$ cat config.mk
export PLATFORM = sky130hd
export DESIGN_NAME = fishing_game_engine_flat
export DESIGN_NICKNAME = d
export VERILOG_FILES = /design/src/rtl/fishing_game_engine_if.sv /design/src/rtl/fishing_game_engine.sv /design/src/flat_wrapper.sv
export SDC_FILE = /design/constraint.sdc
export NUM_CORES = 1
export LEC_CHECK = 0
export CAP_MARGIN = 10
export CORE_ASPECT_RATIO = 1.1
export CORE_MARGIN = 8
export CORE_UTILIZATION = 45
export DETAILED_ROUTE_END_ITERATION = 10
export PLACE_DENSITY = 0.75
export SLEW_MARGIN = 20
export SYNTH_ARGS = -nofsm -noshare
export SYNTH_HDL_FRONTEND = slang
export SYNTH_SLANG_ARGS = --single-unit
$ cat constraint.sdc
create_clock -name clk -period 6.65 [get_ports clk]
set_input_delay 1.33 -clock clk [delete_from_list [all_inputs] [get_ports clk]]
set_output_delay 1.33 -clock clk [all_outputs]
set_load 0.02 [all_outputs]
$ cat src/rtl/fishing_game_engine_if.sv
// Button/tick inputs and registered object state of the fishing game engine.
// The master side (game controller or bench) drives tick and buttons; the
// slave side (the engine) returns coordinates, geometry and game status.
interface fishing_game_engine_if;
    logic       tick;
    logic       up;
    logic       down;
    logic       left;
    logic       right;
    logic [9:0] rod_x;
    logic [9:0] line_y;
    logic [9:0] fish_x;
    logic [9:0] fish_y;
    logic [9:0] fish_w;
    logic [9:0] fish_hh;
    logic [2:0] level;
    logic [1:0] phase;
    logic [7:0] score;
    logic [3:0] misses;
    logic       level_done;

    modport master (
        output tick, up, down, left, right,
        input  rod_x, line_y, fish_x, fish_y, fish_w, fish_hh,
        input  level, phase, score, misses, level_done
    );

    modport slave (
        input  tick, up, down, left, right,
        output rod_x, line_y, fish_x, fish_y, fish_w, fish_hh,
        output level, phase, score, misses, level_done
    );
endinterface

$ cat src/rtl/fishing_game_engine.sv
// Game-logic core of the VGA fishing game: rod, line and fish positions,
// per-level fish/catch state machine, scoring and win detection.
// Optional feature macro: FISH_MISS_LIMIT_EN enables the miss counter and
// the LOSE phase after MAX_MISSES misses.
module fishing_game_engine #(
    parameter int NUM_LEVELS   = 4,
    parameter int FISH_SPEED   = 2,
    parameter int LINE_DROP    = 4,
    parameter int REEL_STEP    = 2,
    parameter int ROD_STEP     = 2,
    parameter int ROD_MIN      = 312,
    parameter int ROD_MAX      = 798,
    parameter int SCREEN_LEFT  = 144,
    parameter int SCREEN_RIGHT = 798,
    parameter int WATER_Y      = 155,
    parameter int SURFACE_Y    = 105,
    parameter int BASE_FISH_Y  = 470,
    parameter int LEVEL_Y_STEP = 90,
    parameter int BASE_FISH_W  = 60,
    parameter int BASE_FISH_HH = 10
`ifdef FISH_MISS_LIMIT_EN
    ,
    parameter int MAX_MISSES   = 3
`endif
) (
    input  logic                   clk,
    input  logic                   rst,
    fishing_game_engine_if.slave   bus
);

    typedef enum logic [1:0] {
        PH_FISH  = 2'd0,
        PH_CATCH = 2'd1,
        PH_WIN   = 2'd2,
        PH_LOSE  = 2'd3
    } phase_t;

    localparam logic [9:0]  ROD_START     = 10'd450;
    localparam logic [9:0]  P_FISH_SPEED  = 10'(FISH_SPEED);
    localparam logic [9:0]  P_REEL_STEP   = 10'(REEL_STEP);
    localparam logic [9:0]  P_ROD_STEP    = 10'(ROD_STEP);
    localparam logic [9:0]  P_SCREEN_R    = 10'(SCREEN_RIGHT);
    localparam logic [9:0]  P_WRAP_LIM    = 10'(SCREEN_LEFT + FISH_SPEED);
    localparam logic [9:0]  P_WATER_Y     = 10'(WATER_Y);
    localparam logic [9:0]  P_SURFACE_Y   = 10'(SURFACE_Y);
    localparam logic [10:0] P_LINE_DROP11 = 11'(LINE_DROP);
    localparam logic [10:0] P_ROD_STEP11  = 11'(ROD_STEP);
    localparam logic [10:0] P_ROD_MAX11   = 11'(ROD_MAX);
    localparam logic [10:0] P_ROD_LMIN11  = 11'(ROD_MIN + ROD_STEP);
    localparam logic [2:0]  LAST_LEVEL    = 3'(NUM_LEVELS - 1);

    // Per-level geometry tables, constant-folded; fish y never goes below 0.
    logic [9:0] geom_y  [8];
    logic [9:0] geom_w  [8];
    logic [9:0] geom_hh [8];

    genvar gi;
    for (gi = 0; gi < 8; gi++) begin : g_geom
        localparam int         Y_DROP = gi * LEVEL_Y_STEP;
        localparam int         W_SH   = BASE_FISH_W >> gi;
        localparam int         HH_SH  = BASE_FISH_HH >> gi;
        localparam logic [9:0] GY     = (Y_DROP > BASE_FISH_Y) ? 10'd0 : 10'(BASE_FISH_Y - Y_DROP);
        localparam logic [9:0] GW     = (W_SH < 4) ? 10'd4 : 10'(W_SH);
        localparam logic [9:0] GHH    = (HH_SH < 1) ? 10'd1 : 10'(HH_SH);
        assign geom_y[gi]  = GY;
        assign geom_w[gi]  = GW;
        assign geom_hh[gi] = GHH;
    end

    logic [9:0] rod_x_reg, line_y_reg, fish_x_reg, fish_y_reg;
    logic [9:0] fish_w_reg, fish_hh_reg;
    logic [2:0] level_reg;
    phase_t     phase_reg;
    logic [7:0] score_reg;
    logic [3:0] misses_reg;
    logic       level_done_reg;

    // Hook window, vertical line-to-fish distance and bounded step results.
    logic [9:0]  hook_w;
    logic [9:0]  line_dist;
    logic        hook_hit;
    logic [10:0] line_sum;
    logic [10:0] rod_inc;
    logic [3:0]  misses_inc;
    logic        lose_now;
    logic        any_btn;
    logic        do_restore;
    logic [2:0]  level_inc;

    assign hook_w    = ((fish_w_reg >> 2) == 10'd0) ? 10'd1 : (fish_w_reg >> 2);
    assign line_dist = (line_y_reg >= fish_y_reg) ? (line_y_reg - fish_y_reg)
                                                  : (fish_y_reg - line_y_reg);
    assign hook_hit  = bus.up
                    && (rod_x_reg >= fish_x_reg)
                    && ({1'b0, rod_x_reg} <= ({1'b0, fish_x_reg} + {1'b0, hook_w}))
                    && (line_dist <= fish_hh_reg);
    assign line_sum  = {1'b0, line_y_reg} + P_LINE_DROP11;
    assign rod_inc   = {1'b0, rod_x_reg} + P_ROD_STEP11;
    assign any_btn   = bus.up | bus.down | bus.left | bus.right;
    assign level_inc = level_reg + 3'd1;
    assign do_restore = rst || (bus.tick && any_btn
                                && (phase_reg == PH_WIN || phase_reg == PH_LOSE));

`ifdef FISH_MISS_LIMIT_EN
    assign misses_inc = (misses_reg == 4'hF) ? 4'hF : (misses_reg + 4'd1);
    assign lose_now   = (misses_reg >= 4'(MAX_MISSES));
`else
    assign misses_inc = 4'd0;
    assign lose_now   = 1'b0;
`endif

    // Game state machine: all positions, status and the level_done pulse.
    always_ff @(posedge clk) begin
        level_done_reg <= 1'b0;
        if (do_restore) begin
            rod_x_reg   <= ROD_START;
            line_y_reg  <= P_WATER_Y;
            fish_x_reg  <= P_SCREEN_R;
            fish_y_reg  <= geom_y[0];
            fish_w_reg  <= geom_w[0];
            fish_hh_reg <= geom_hh[0];
            level_reg   <= 3'd0;
            phase_reg   <= PH_FISH;
            misses_reg  <= 4'd0;
            // A won game keeps its score across the restart.
            if (rst || phase_reg != PH_WIN)
                score_reg <= 8'd0;
        end else if (bus.tick) begin
            case (phase_reg)
                PH_FISH: begin
                    if (lose_now) begin
                        phase_reg <= PH_LOSE;
                    end else if (hook_hit) begin
                        phase_reg <= PH_CATCH;
                    end else begin
                        if (fish_x_reg < P_WRAP_LIM) begin
                            fish_x_reg <= P_SCREEN_R;
                            misses_reg <= misses_inc;
                        end else begin
                            fish_x_reg <= fish_x_reg - P_FISH_SPEED;
                        end
                        if (line_sum >= {1'b0, fish_y_reg})
                            line_y_reg <= fish_y_reg;
                        else
                            line_y_reg <= line_sum[9:0];
                        if (bus.right) begin
                            if (rod_inc <= P_ROD_MAX11)
                                rod_x_reg <= rod_inc[9:0];
                        end else if (bus.left) begin
                            if ({1'b0, rod_x_reg} >= P_ROD_LMIN11)
                                rod_x_reg <= rod_x_reg - P_ROD_STEP;
                        end
                    end
                end
                PH_CATCH: begin
                    if (fish_y_reg <= P_SURFACE_Y) begin
                        score_reg      <= (score_reg == 8'hFF) ? 8'hFF : (score_reg + 8'd1);
                        level_done_reg <= 1'b1;
                        if (level_reg == LAST_LEVEL) begin
                            phase_reg <= PH_WIN;
                        end else begin
                            level_reg   <= level_inc;
                            fish_y_reg  <= geom_y[level_inc];
                            fish_w_reg  <= geom_w[level_inc];
                            fish_hh_reg <= geom_hh[level_inc];
                            fish_x_reg  <= P_SCREEN_R;
                            line_y_reg  <= P_WATER_Y;
                            phase_reg   <= PH_FISH;
                        end
                    end else if (bus.up) begin
                        fish_y_reg <= (fish_y_reg >= P_REEL_STEP) ? (fish_y_reg - P_REEL_STEP) : 10'd0;
                        line_y_reg <= (line_y_reg >= P_REEL_STEP) ? (line_y_reg - P_REEL_STEP) : 10'd0;
                    end else begin
                        // Released: the fish escapes and the level restarts.
                        fish_x_reg <= P_SCREEN_R;
                        fish_y_reg <= geom_y[level_reg];
                        line_y_reg <= P_WATER_Y;
                        misses_reg <= misses_inc;
                        phase_reg  <= PH_FISH;
                    end
                end
                default: begin
                    // WIN / LOSE hold until a button press restores the game.
                end
            endcase
        end
    end

    assign bus.rod_x      = rod_x_reg;
    assign bus.line_y     = line_y_reg;
    assign bus.fish_x     = fish_x_reg;
    assign bus.fish_y     = fish_y_reg;
    assign bus.fish_w     = fish_w_reg;
    assign bus.fish_hh    = fish_hh_reg;
    assign bus.level      = level_reg;
    assign bus.phase      = phase_reg;
    assign bus.score      = score_reg;
    assign bus.misses     = misses_reg;
    assign bus.level_done = level_done_reg;

endmodule

$ cat src/flat_wrapper.sv
// flat-port wrapper written by rule: the top's interface ports become plain ports
module fishing_game_engine_flat 
#(
    parameter int NUM_LEVELS   = 4,
    parameter int FISH_SPEED   = 2,
    parameter int LINE_DROP    = 4,
    parameter int REEL_STEP    = 2,
    parameter int ROD_STEP     = 2,
    parameter int ROD_MIN      = 312,
    parameter int ROD_MAX      = 798,
    parameter int SCREEN_LEFT  = 144,
    parameter int SCREEN_RIGHT = 798,
    parameter int WATER_Y      = 155,
    parameter int SURFACE_Y    = 105,
    parameter int BASE_FISH_Y  = 470,
    parameter int LEVEL_Y_STEP = 90,
    parameter int BASE_FISH_W  = 60,
    parameter int BASE_FISH_HH = 10

)
  (clk, rst, bus_tick, bus_up, bus_down, bus_left, bus_right, bus_rod_x, bus_line_y, bus_fish_x, bus_fish_y, bus_fish_w, bus_fish_hh, bus_level, bus_phase, bus_score, bus_misses, bus_level_done);
  fishing_game_engine_if bus_i ();
  input  logic clk;
  input  logic rst;
  input wire logic [$bits(bus_i.tick)-1:0] bus_tick;
  input wire logic [$bits(bus_i.up)-1:0] bus_up;
  input wire logic [$bits(bus_i.down)-1:0] bus_down;
  input wire logic [$bits(bus_i.left)-1:0] bus_left;
  input wire logic [$bits(bus_i.right)-1:0] bus_right;
  output wire logic [$bits(bus_i.rod_x)-1:0] bus_rod_x;
  output wire logic [$bits(bus_i.line_y)-1:0] bus_line_y;
  output wire logic [$bits(bus_i.fish_x)-1:0] bus_fish_x;
  output wire logic [$bits(bus_i.fish_y)-1:0] bus_fish_y;
  output wire logic [$bits(bus_i.fish_w)-1:0] bus_fish_w;
  output wire logic [$bits(bus_i.fish_hh)-1:0] bus_fish_hh;
  output wire logic [$bits(bus_i.level)-1:0] bus_level;
  output wire logic [$bits(bus_i.phase)-1:0] bus_phase;
  output wire logic [$bits(bus_i.score)-1:0] bus_score;
  output wire logic [$bits(bus_i.misses)-1:0] bus_misses;
  output wire logic [$bits(bus_i.level_done)-1:0] bus_level_done;
  assign bus_i.tick = bus_tick;
  assign bus_i.up = bus_up;
  assign bus_i.down = bus_down;
  assign bus_i.left = bus_left;
  assign bus_i.right = bus_right;
  assign bus_rod_x = bus_i.rod_x;
  assign bus_line_y = bus_i.line_y;
  assign bus_fish_x = bus_i.fish_x;
  assign bus_fish_y = bus_i.fish_y;
  assign bus_fish_w = bus_i.fish_w;
  assign bus_fish_hh = bus_i.fish_hh;
  assign bus_level = bus_i.level;
  assign bus_phase = bus_i.phase;
  assign bus_score = bus_i.score;
  assign bus_misses = bus_i.misses;
  assign bus_level_done = bus_i.level_done;
  fishing_game_engine #(.NUM_LEVELS(NUM_LEVELS), .FISH_SPEED(FISH_SPEED), .LINE_DROP(LINE_DROP), .REEL_STEP(REEL_STEP), .ROD_STEP(ROD_STEP), .ROD_MIN(ROD_MIN), .ROD_MAX(ROD_MAX), .SCREEN_LEFT(SCREEN_LEFT), .SCREEN_RIGHT(SCREEN_RIGHT), .WATER_Y(WATER_Y), .SURFACE_Y(SURFACE_Y), .BASE_FISH_Y(BASE_FISH_Y), .LEVEL_Y_STEP(LEVEL_Y_STEP), .BASE_FISH_W(BASE_FISH_W), .BASE_FISH_HH(BASE_FISH_HH)) u_core (.clk(clk), .rst(rst), .bus(bus_i));
endmodule
==> summary.txt, run 1 <==
Outcome
  – Status: finished clean

Clock network
  – CTS tree: yes
  – CTS Root Cell: clkbuf_16
  – Hold_buf cts: 0
  – Clock transition time at the flip-flop clock pins of the worst setup and hold paths: 0.06 ns
  – Skew-Pair Late Insertion Delay: 0.33 ns
  – Htree depth: 3
  – Max clock buf depth: 2
  – # Post-CTS Setup Buffers: 0
  – Num CTS Buffers: 9
  – Sinks on Clock Net: 59
  – Post-CTS Resized: 0

Cells and area
  – Fraction of layout cells with a size suffix above 1: 0.04672
  – Final instance area: 6804 um2
  – Area Overhead vs Synth: 16.70%
  – Most frequent cells in the layout: ha_1, clkdlybuf4s50_1, nand2_1
  – Register area: 1261 um2
  – Final net count: 866
  – Number of antenna diodes: 0
  – Max reg flops: 10
  – Filler cells: 1196
  – Area of the multi-input gates: 4159 um2
  – Final Core Density: 0.5381
  – Leading cell type in the layout, fill and taps excluded: ha_1

Power and ir drop
  – Worst VDD drop: 0.0001039 V
  – Pwr per Cell Area: 159.6 nW/um2
  – Leak pwr: 2.830 nW
  – Pwr Total: 1.086 mW

Detailed routing
  – Avg WL per Cell: 18.42 um
  – DR vias: 5757
  – DRT antenna net count: 0
  – Drt first pass iters: 8
  – Vias/cell: 6.066
  – DRC Markers: 0
  – Drt total wl: 17.48 mm
  – Detailed router's first-iteration violation count: 521

Placed design
  – Dpl hpwl: 12.90 mm
  – Placed inst area: 6480 um2
  – PortBufs: 66
  – GPL Wtd Cong: 0.9325

Setup path
  – WP buf/inv: 1
  – CP Capture Type: flop
  – R2R cell count: 17
  – R2R Path End: u_core.bus.line_y[9]$_SDFFE_PP0P_
  – Worst flop-to-flop path startpoint: u_core.bus.fish_y[5]$_SDFFE_PP0P_
  – Critical Path Start: u_core.bus.fish_y[5]$_SDFFE_PP0P_
  – Worst Path Max Fanout: 12
  – Critical Path, Cell by Cell: inv_1 -> ha_1 -> and2_4 -> a221oi_2 -> nand3_2 -> a41oi_4 -> mux2i_1 -> xor2_1 -> ha_1 -> a21oi_1 -> o21ai_0 -> o21ai_0 -> or4b_1 -> a21o_1 -> or3_1 -> and3_1 -> o21a_1
  – Crit path kind: reg2reg
  – Critical path's top delay family: simple AND/OR/NAND/NOR gates
  – Slowest-stage cell, CP: ha_1
  – Worst setup SP type: flop
  – Levels on crit path: 17
  – CP endpoint: u_core.bus.line_y[9]$_SDFFE_PP0P_
  – Crit-path max cell delay: 0.52 ns
  – CP arrival: 5.27 ns
  – Worst EP required: 6.88 ns
  – Reg2reg setup slack: 1.61 ns

GRT
  – Global route total overflow: 0
  – All-layer global routing usage: 0.2023
  – Vias in the first global route: 5487
  – Largest net degree at the start of global routing: 35
  – First-pass GRT wire length: 28.55 mm
  – Antenna violations before repair: 0

Job
  – Maximum capacitance violations: 0

Synthesis
  – Share of the synthesized area in the top cell type: 0.1751
  – Yosys reg bits: 59
  – Synth Instances: 743
  – Area contributors post-synth: dfxtp_1, ha_1, a21oi_1, edfxtp_1, xnor2_1
  – Asr flop ratio synth: 0
  – Post-synthesis sequential area ratio: 0.2163
  – Synth Flop Type: dfxtp_1
  – Yosys warning count: 0
  – Syn Area/Cell: 7.847 um2
  – Post-synth cell types: 74
  – Number of synthesized flops with an enable pin: 8
  – Synthesized area: 5831 um2
  – Most area-hungry cell type in the Yosys netlist: dfxtp_1

Timing
  – Max_slew headroom: 0.3277
  – RSZ-0062 raised after global routing: false
  – Fin. Hold Viols: 0
  – Achievable clock frequency: 198.5 MHz
  – Worst slew pin tran: 1.001 ns
  – Tcrit/Tclk final: 0.7576
  – Worst Skew: 0.007144 ns
  – Setup TNS: 0 ns
  – Min Tclk post-route: 5.038 ns
  – Setup violations, final: 0
  – Slew Viols, Final: 0

Hold path
  – Worst min path class: reg2reg
  – Hold_sp: u_core.bus.fish_w[1]$_SDFFE_PP0P_

Die
  – Chip width: 124.5 um
  – Die Span Y: 135.4 um
  – IO Pins: 85
  – Initial cell density of the core: 0.4612
  – Die ar.: 16860 um2
  – Row count: 43
  – Core area: 12640 um2
area by class of cell:
| type | count | area share |
|---|---|---|
| tap | 157 | 0.02887 |
| timing repair buffer | 69 | 0.1004 |
| clock inverter | 7 | 0.01342 |
| sequential | 59 | 0.1854 |
| inverter | 50 | 0.02758 |
| clock buffer | 9 | 0.03310 |
| multi-input combinational | 598 | 0.6113 |
cells by family (layout without fill, tap and decap cells):
logic type	count (synthesis)	in the layout	share of synthesized area
xor+xnor	37	37	0.05558
simple gates	231	231	0.1961
other cells	2	19	0.001288
flops	59	59	0.2163
buf+inv	103	135	0.08369
fa+ha+maj	72	72	0.1571
mux	12	12	0.02082
compound gates	227	227	0.2691
cells in the mapped netlist (all sizes together) (3+ instances only):
cell / number
a211o: 3
a211oi: 9
a21boi: 5
a21o: 12
a21oi: 51
a221oi: 5
a311oi: 5
a31o: 5
a31oi: 12
a41oi: 3
and2: 8
and3: 8
buf: 29
clkbuf: 24
dfxtp: 51
edfxtp: 8
ha: 70
inv: 50
mux2i: 11
nand2: 57
nand2b: 14
nand3: 30
nand3b: 4
nand4: 7
nor2: 51
nor2b: 5
nor3: 24
nor4: 6
o211ai: 17
o21a: 9
o21ai: 47
o221ai: 5
o311ai: 4
o31ai: 7
o32a: 4
o32ai: 6
or3: 7
or4: 4
xnor2: 27
xor2: 10
power by group:
part	switching, mW	leakage (nW)	internal (mW)	total, mW
sequential	0.0210	0.496	0.371	0.393
combinational	0.113	2.18	0.0737	0.187
clock	0.180	0.157	0.327	0.507
how the worst min path moves through the flow:
stage | depth (start not counted) | slack, ns | to
after floorplan | 2 | 0.53 | u_core.bus.fish_w[0]$_SDFFE_PP0P_
after global placement | 2 | 0.45 | u_core.bus.fish_w[0]$_SDFFE_PP0P_
after CTS | 2 | 0.46 | u_core.bus.fish_w[1]$_SDFFE_PP0P_
final | 2 | 0.45 | u_core.bus.fish_w[1]$_SDFFE_PP0P_
after detailed placement | 2 | 0.45 | u_core.bus.fish_w[0]$_SDFFE_PP0P_
after global routing | 2 | 0.47 | u_core.bus.fish_w[1]$_SDFFE_PP0P_
stage by stage:
step,instances,setup slack [ns],hold WS [ns]
after CTS,949,1.692,0.4579
after global routing,949,1.364,0.4740
after detailed placement,933,1.700,0.4494
after global placement,933,1.889,0.4463
final,949,1.612,0.4532
after floorplan,760,2.121,0.5302
worst min-delay path, stage by stage (launching register included):
cell and delay, ns:
dfxtp_1 0.30, nand2_1 0.05, a21oi_1 0.05
per-layer routing:
layer / vias to the layer above / track usage / share of wire
met5: - / 0 / 0
met4: 0 / 0.07234 / 0.021
met2: 235 / 0.3413 / 0.48
met3: 30 / 0.03915 / 0.064
met1: 2702 / 0.2517 / 0.44
li1: 2790 / - / -
Power figures use the tool's default switching activity.
==> run 2: changes to the inputs <==
==> constraint.sdc (replaced) <==
create_clock -name clk -period 5.15 [get_ports clk]
set_input_delay 1.03 -clock clk [delete_from_list [all_inputs] [get_ports clk]]
set_output_delay 1.03 -clock clk [all_outputs]
set_load 0.02 [all_outputs]
==> summary.txt, run 2 (synthesis results as in run 1) <==
Die
  – Initial cell density of the core: 0.4612
  – Die Span Y: 135.4 um
  – Core area: 12640 um2
  – Row count: 43
  – IO Pins: 85
  – Chip width: 124.5 um
  – Die ar.: 16860 um2

Power and ir drop
  – Pwr per Cell Area: 205.4 nW/um2
  – Pwr Total: 1.411 mW
  – Worst VDD drop: 0.0001354 V
  – Leak pwr: 2.857 nW

Outcome
  – Status: finished clean

Cells and area
  – Number of antenna diodes: 0
  – Final Core Density: 0.5433
  – Final net count: 874
  – Leading cell type in the layout, fill and taps excluded: ha_1
  – Area Overhead vs Synth: 17.81%
  – Max reg flops: 10
  – Fraction of layout cells with a size suffix above 1: 0.05750
  – Most frequent cells in the layout: ha_1, clkdlybuf4s50_1, nand2_1
  – Final instance area: 6869 um2

Setup path
  – WP buf/inv: 1
  – CP arrival: 5.12 ns
  – Slowest-stage cell, CP: or4b_1
  – Crit path kind: reg2reg
  – CP Capture Type: flop
  – Critical path's top delay family: simple AND/OR/NAND/NOR gates
  – Worst Path Max Fanout: 9
  – Worst setup SP type: flop
  – Crit-path max cell delay: 0.51 ns
  – Critical Path, Cell by Cell: inv_1 -> ha_1 -> and2_4 -> a221oi_2 -> nand3_2 -> a41oi_4 -> mux2i_1 -> xor2_1 -> ha_1 -> a21oi_1 -> o21ai_0 -> o21ai_0 -> or4b_1 -> a21o_1 -> or3_1 -> and3_1 -> o21a_1
  – Worst EP required: 5.38 ns

Detailed routing
  – Drt first pass iters: 5
  – Drt total wl: 17.72 mm
  – Detailed router's first-iteration violation count: 613
  – DR vias: 5918
  – DRT antenna net count: 0
  – DRC Markers: 0
  – Avg WL per Cell: 18.52 um
  – Vias/cell: 6.184

Timing
  – RSZ-0062 raised after global routing: false
  – Slew Viols, Final: 0
  – Fin worst setup slack: 0.2586 ns
  – Worst slew pin tran: 1.014 ns
  – Min Tclk post-route: 4.891 ns
  – Setup violations, final: 0
  – Max_slew headroom: 0.3190
  – Fin. Hold Viols: 0
  – Setup TNS: 0 ns
  – Achievable clock frequency: 204.4 MHz
  – Tcrit/Tclk final: 0.9498
  – Worst Skew: 0.006198 ns

Clock network
  – Max clock buf depth: 2
  – Htree depth: 3
  – Num CTS Buffers: 9
  – CTS tree: yes
  – Sinks on Clock Net: 59
  – CTS Root Cell: clkbuf_16
  – Clock transition time at the flip-flop clock pins of the worst setup and hold paths: 0.06 ns
  – Skew-Pair Late Insertion Delay: 0.34 ns

GRT
  – Vias in the first global route: 5466
  – Largest net degree at the start of global routing: 35
  – Global route total overflow: 0
  – Antenna violations before repair: 0
  – All-layer global routing usage: 0.2022
  – First-pass GRT wire length: 28.50 mm

Placed design
  – Setup WS pre-CTS: 0.3999 ns
  – PortBufs: 66
  – Placed inst area: 6540 um2
  – GPL Wtd Cong: 0.9610
  – Dpl hpwl: 12.93 mm

Hold path
  – Worst min path class: reg2reg

Job
  – Maximum capacitance violations: 0
-- run 2: per-stage QoR --
step / hold slack, ns / std cells
after floorplan: 0.5302 / 760
after global placement: 0.4446 / 941
after detailed placement: 0.4464 / 941
after CTS: 0.4540 / 957
after global routing: 0.4747 / 957
final: 0.4530 / 957
-- run 2: cell type report --
type	count	area, um2
multi-input combinational	598	4163
clock inverter	7	92.59
tap	157	196.4
timing repair buffer	77	743.2
fill	1191	5774
inverter	50	187.7
sequential	59	1261
clock buffer	9	225.2
-- run 2: routing by layer --
metal,vias up,part of all wire,GRT usage
li1,2810,-,-
met1,2777,0.42,0.2422
met2,293,0.47,0.3374
met3,38,0.080,0.05521
met4,0,0.028,0.08038
met5,-,0,0
-- run 2: report_power, final --
part / switching, mW / internal, mW / total (mW)
Clock: 0.235 / 0.422 / 0.656
Combinational: 0.154 / 0.0985 / 0.252
Sequential: 0.0233 / 0.480 / 0.503
Total: 0.411 / 1.00 / 1.41
-- run 2: path summary, 6_finish.rpt --
check,start,endpoint,slack (ns),cells after the start
setup / recovery,u_core.bus.fish_y[4]$_SDFFE_PP1P_,u_core.bus.line_y[9]$_SDFFE_PP0P_,0.26,17
hold / removal,u_core.bus.fish_w[0]$_SDFFE_PP0P_,u_core.bus.fish_w[0]$_SDFFE_PP0P_,0.45,2
setup reg to reg,u_core.bus.fish_y[4]$_SDFFE_PP1P_,u_core.bus.line_y[9]$_SDFFE_PP0P_,0.26,17
hold reg to reg,u_core.bus.fish_w[0]$_SDFFE_PP0P_,u_core.bus.fish_w[0]$_SDFFE_PP0P_,0.45,2
-- run 2: worst reg2reg max path: stages (launching register included) --
cell	delay, ns
dfxtp_1	0.44
inv_1	0.17
ha_1	0.44
and2_4	0.22
a221oi_2	0.35
nand3_2	0.14
a41oi_4	0.36
mux2i_1	0.26
xor2_1	0.17
ha_1	0.26
a21oi_1	0.14
o21ai_0	0.09
o21ai_0	0.09
or4b_1	0.51
a21o_1	0.28
or3_1	0.49
and3_1	0.23
o21a_1	0.16
-- run 2: timing repair --
item / CTS / global route
hold buffers: 0 / 0
endpoints found under the setup margin: 0 / 1
buffers inserted: 0 / 0
gates resized for setup: 0 / 1
